===== config.mk =====
export PLATFORM = sky130hd
export DESIGN_NAME = frame_buffer_sched
export DESIGN_NICKNAME = d
export VERILOG_FILES = /design/src/rtl/frame_buffer_sched.sv
export SDC_FILE = /design/constraint.sdc
export NUM_CORES = 1
export LEC_CHECK = 0
export ABC_AREA = 1
export ABC_CLOCK_PERIOD_IN_PS = 2200
export BUFFER_PORTS_ARGS = -buffer_cell sky130_fd_sc_hd__clkbuf_2
export CORE_ASPECT_RATIO = 0.9
export CORE_UTILIZATION = 54
export DETAILED_ROUTE_END_ITERATION = 10
export GPL_ROUTABILITY_DRIVEN = 0
export GPL_TIMING_DRIVEN = 0
export PLACE_DENSITY = 0.79
export REMOVE_ABC_BUFFERS = 1
export SLEW_MARGIN = 40
export SYNTH_ARGS = -nofsm -noshare
export SYNTH_HDL_FRONTEND = slang
export SYNTH_SLANG_ARGS = --single-unit

===== constraint.sdc =====
create_clock -name clk_in -period 2.2 [get_ports clk_in]
set_input_delay 0.22 -clock clk_in [delete_from_list [all_inputs] [get_ports clk_in]]
set_output_delay 0.22 -clock clk_in [all_outputs]
set_load 0.01 [all_outputs]

===== src/rtl/frame_buffer_sched.sv =====
// frame_buffer_sched: double-buffered frame capture scheduler that writes into one bank while the display reads the other
module frame_buffer_sched #(
   parameter int FRAME_PIXELS = 76800,
   parameter int ADDR_W = 17
) (
   input  logic              clk_in,
   input  logic              rst_in,
   input  logic              frame_start_in,
   input  logic              frame_end_in,
   input  logic              wr_valid_in,
   input  logic [ADDR_W-1:0] wr_addr_in,
   input  logic [7:0]        wr_pixel_in,
   input  logic              rd_req_in,
   output logic              bram_we_out,
   output logic [ADDR_W:0]   bram_addr_out,
   output logic [7:0]        bram_din_out,
   output logic              rd_bank_out,
   output logic              frame_ready_out,
   output logic              swap_out,
   output logic [7:0]        short_frames_out,
   output logic [7:0]        dropped_frames_out,
   output logic              addr_err_out
);
   typedef enum logic [1:0] {WAIT_SOF, CAPTURE, HOLD} state_t;
   localparam logic [ADDR_W-1:0] FP = ADDR_W'(FRAME_PIXELS);
   state_t state, state_nxt;
   logic [ADDR_W-1:0] cnt, cnt_nxt, cnt_inc;
   logic wr_bank, in_range, accept, short_inc, drop_inc, swap_nxt;
   assign wr_bank = ~rd_bank_out;
   assign in_range = wr_addr_in < FP;
   assign accept = state == CAPTURE && wr_valid_in && in_range;
   // completeness test on frame_end must include a pixel accepted in the same cycle
   assign cnt_inc = (accept && cnt != FP) ? cnt + 1'b1 : cnt;
   always_comb begin
      state_nxt = state;
      cnt_nxt = cnt;
      short_inc = 1'b0;
      drop_inc = 1'b0;
      swap_nxt = 1'b0;
      case (state)
         WAIT_SOF: begin
            state_nxt = frame_start_in ? CAPTURE : WAIT_SOF;
            cnt_nxt = frame_start_in ? '0 : cnt;
         end
         CAPTURE: begin
            state_nxt = frame_end_in ? (cnt_inc == FP ? HOLD : WAIT_SOF) : CAPTURE;
            short_inc = frame_end_in ? cnt_inc != FP : frame_start_in;
            cnt_nxt = (frame_start_in && !frame_end_in) ? '0 : cnt_inc;
         end
         HOLD: begin
            drop_inc = frame_start_in;
            swap_nxt = rd_req_in;
            state_nxt = rd_req_in ? WAIT_SOF : HOLD;
         end
         default: state_nxt = WAIT_SOF;
      endcase
   end
   always_ff @(posedge clk_in) begin
      if (rst_in) begin
         state <= WAIT_SOF;
         cnt <= '0;
         rd_bank_out <= 1'b1;
         bram_we_out <= 1'b0;
         bram_addr_out <= '0;
         bram_din_out <= '0;
         frame_ready_out <= 1'b0;
         swap_out <= 1'b0;
         short_frames_out <= '0;
         dropped_frames_out <= '0;
         addr_err_out <= 1'b0;
      end else begin
         state <= state_nxt;
         cnt <= cnt_nxt;
         rd_bank_out <= rd_bank_out ^ swap_nxt;
         bram_we_out <= accept;
         if (accept) begin
            bram_addr_out <= {wr_bank, wr_addr_in};
            bram_din_out <= wr_pixel_in;
         end
         frame_ready_out <= state_nxt == HOLD;
         swap_out <= swap_nxt;
         if (short_inc && short_frames_out != 8'hff) short_frames_out <= short_frames_out + 8'd1;
         if (drop_inc && dropped_frames_out != 8'hff) dropped_frames_out <= dropped_frames_out + 8'd1;
         addr_err_out <= addr_err_out | (wr_valid_in && !in_range);
      end
   end
endmodule


==> out/qor.csv <==
stage;metric;value;unit
timing;Worst-Margin Slew;814;ps
timing;total negative slack;-17.1;ps
worst_hold_path;hold_sp;wr_addr_in[7];
logic_synthesis;synthesis-stage register bit count;66;
logic_synthesis;simple-gate share of the synthesized area;38.5;%
timing;Final setup viols;1;
drt;wire per inst;12.6;microns
setup_path;reg2reg start;cnt[0];
logic_synthesis;Seq/Total Area, Yosys;38.2;%
logic_synthesis;mux contribution to synthesized area;0;%
cells_and_area;layout cell share with drive strength beyond 1;28.5;%
setup_path;Critical path origin;cnt[0];
floorplan;Die Area;6730;sq um
timing;Hold Vio Cnt, Final;0;
cells_and_area;ant diodes;0;
timing;Worst Setup Slack, final;-17.1;ps
setup_path;Max FO, Critical Path;8;
timing;final slew viol count;0;
drt;post-route ant nets;0;
logic_synthesis;compound-cell area share of the yosys netlist;11.3;%
power;combinational power share;8.0;%
floorplan;cell row count;27;
logic_synthesis;Syn. warnings;0;
timing;Slew headroom;45.7;%
cts;worst skew pair latency;350;ps
power;Net Sw Power;0.000650;W
drt;1st-pass router iterations;4;
placement;Setup WS pre-CTS;-392;ps
power;Worst VDD drop;543;uV
drt;Initial DRC Count;266;
power;Pleak;1.91;nW
worst_hold_path;Hold/Removal Path Class;input pin to flop;
setup_path;R2R Setup Slk;-20;ps
floorplan;Core Area;6150;sq um
global_routing;global-route wire length before repair;14100;microns
setup_path;Critical Path Slowest Stage Cell;dfxtp_4;
floorplan;initial core utilization;56.2;%
logic_synthesis;xor and xnor area share after synthesis;1.52;%
job;Max Cap Viol;0;
setup_path;r2r worst-path depth;14;
setup_path;Max stage delay on crit path;390;ps
worst_hold_path;Min-Delay Endpoint;bram_addr_out[7];
timing;Clock Skew;8.46;ps
cts;clock root cell;clkbuf_8;
logic_synthesis;largest family of logic cells by synthesized area;simple AND/OR/NAND/NOR gates;
setup_path;Critical Path AT;2470;ps
floorplan;die width;86.3;microns
worst_hold_path;Hold Path Cell Cnt;3;
global_routing;largest net degree at the start of global routing;48;
setup_path;crit-path cells;ha_2 -> nand2_2 -> nor2_4 -> nand2_4 -> nor2_2 -> nand2_1 -> o21ai_0 -> nand2_1 -> nor2_4 -> nand3_4 -> nand3_4 -> nand2_2 -> inv_2 -> nor2_2;
timing;Peak Freq;0.451;GHz
drt;Routed WL;8800;microns
status;failing checks;negative setup slack;
cts;clk sinks;66;
logic_synthesis;Mapped Cells;528;
drt;drt drc;0;
floorplan;die height;77.9;microns
global_routing;initial antenna violation count;0;
setup_path;Worst Setup End Kind;flop;
power;clock network power share;48.4;%
setup_path;Buf/Inv on CP;1;
status;status;complete, but fails checks;
placement;detailed placement HPWL;5320;microns
setup_path;worst path required time;2450;ps
drt;Vias;3674;
setup_path;Reg-to-Reg End;short_frames_out[0];
logic_synthesis;post-synthesis cell type count;35;
cells_and_area;sequential cell area;1330;sq um
timing;period utilization;101;%
power;Net Sw Frac;23.2;%
setup_path;Setup CP Type;flop to flop;
cells_and_area;Layout Nets;643;
cts;CTS tree;yes;
power;total power;0.00280;W
timing;WHS;88.2;ps
power;Internal;0.00215;W
power;PwrDens;631;nW/um^2
cts;htree depth;3;
timing;fin crit period;2220;ps
cts;clock slew at reported path FFs;80;ps
cells_and_area;multi-input logic area;2060;sq um
setup_path;CP Launch Type;flop;
global_routing;GRT Overall Usage;26.5;%
placement;IO Port Bufs;77;
cells_and_area;Fillers;501;
cts;Max clock buf depth;2;
logic_synthesis;Post-Syn Area;3460;sq um
global_routing;number of global-route vias before repair;3240;
logic_synthesis;Synth Area in Adders;1.45;%
global_routing;GRT overflow;0;
drt;Vias/cell;5.25;
timing;RSZ-0062 raised after global routing;true;
setup_path;delay-heaviest family, CP;simple AND/OR/NAND/NOR gates;
power;sequential power share;43.6;%
cells_and_area;Layout Area Growth over Synthesis;28.5;%
logic_synthesis;Mean Syn Cell Area;6.55;sq um
cts;Num CTS Buffers;9;
floorplan;top-level I/O count;78;
==> layer usage <==
layer,vias to the layer above,GRT usage [%],share of wire [%]
met1,1712,31.2,43
met2,107,46.1,49
met4,0,8.50,1.7
met5,-,0,0
met3,15,7.45,6.8
li1,1840,-,-
==> layout make-up <==
cell class / count / share of cell area [%]
repair buffers: 85 / 10.3
flip-flops and latches: 66 / 30.0
inverters: 57 / 4.93
clock buffers: 9 / 2.79
multi-input cells: 389 / 46.3
clock inverters: 7 / 3.18
well taps: 87 / 2.45
==> power by group through the flow <==
| stage | sequential [W] | clock, W | combinational (W) |
|---|---|---|---|
| floorplan | 0.00126 | 0 | 0.0000951 |
| finish | 0.00122 | 0.00136 | 0.000223 |
| global placement | 0.00125 | 0 | 0.000185 |
| detailed placement | 0.00125 | 0 | 0.000191 |
| global route | 0.00122 | 0.00142 | 0.000246 |
| CTS | 0.00122 | 0.00137 | 0.000210 |
==> cell families (layout without fill, tap and decap cells) <==
family | count (synthesis) | after routing
buf+inv | 77 | 158
xor+xnor | 6 | 6
simple gates | 302 | 306
fa+ha+maj | 4 | 4
flops | 66 | 66
compound gates | 73 | 73
==> flip-flops by register name, summed over array words and instances (netlist names), 2 cells and up <==
name / cells
dropped_frames_out: 8
bram_addr_out: 18
short_frames_out: 8
state: 2
cnt: 17
bram_din_out: 8
==> cell usage in the layout, fill, tap and decap left out, types with 9 or more instances in the layout <==
master / instances
nand2_1: 177
inv_1: 47
dfxtp_1: 61
nand4_1: 14
nand3_1: 17
a21oi_1: 52
clkbuf_8: 9
nor2_1: 36
nand2_2: 17
o21ai_0: 13
clkbuf_2: 76
nor2_2: 9
==> Yosys cell counts (all sizes together) <==
library cell  instances  area (sq um)
dfxtp                66          1320
buf                   6          43.8
clkinv                1          3.75
a211oi                1          7.51
nand2               198           776
xnor2                 4          35.0
inv                  56           210
o22ai                 1          12.5
a21oi                55           279
o21ai                16          91.3
nor3                  3          15.0
nor2                 52           244
nand3                28           163
clkbuf               14          52.6
xor2                  2          17.5
nand4                14          87.6
and2                  2          12.5
nor3b                 1          7.51
nand3b                2          15.0
ha                    4          50.1
nor4                  2          12.5
==> through the flow <==
stage	instances	cell area, sq um	utilization, %
2_1_floorplan	508	3360	-
5_1_grt	700	4440	72.2
6_report	700	4440	72.2
3_3_place_gp	672	3850	62.7
4_1_cts	698	4320	70.2
3_5_place_dp	672	3860	62.9
==> how the worst max path moves through the flow <==
stage / slack (ps) / depth (start not counted) / to
after floorplan: 110 / 14 / short_frames_out[0]
final: -20 / 14 / short_frames_out[0]
after CTS: 8 / 18 / short_frames_out[0]
after global placement: -380 / 17 / short_frames_out[2]
after global routing: -170 / 15 / short_frames_out[0]
after detailed placement: -390 / 17 / short_frames_out[0]
==> worst reg2reg max path, cell delays in order, from the launching register on <==
cell	delay, ps
dfxtp_4	390
ha_2	190
nand2_2	80
nor2_4	190
nand2_4	90
nor2_2	160
nand2_1	70
o21ai_0	160
nand2_1	130
nor2_4	180
nand3_4	180
nand3_4	130
nand2_2	70
inv_2	50
nor2_2	30
==> repair_timing <==
action	4_1_cts	5_1_grt
endpoints found under the setup margin	10	10
resized for setup	24	37
cloned	4	0
buffers inserted	6	2
endpoints found under the hold margin	0	0
pin swaps	11	26
hold buffers	0	0
(Power assumes the default switching activity.)
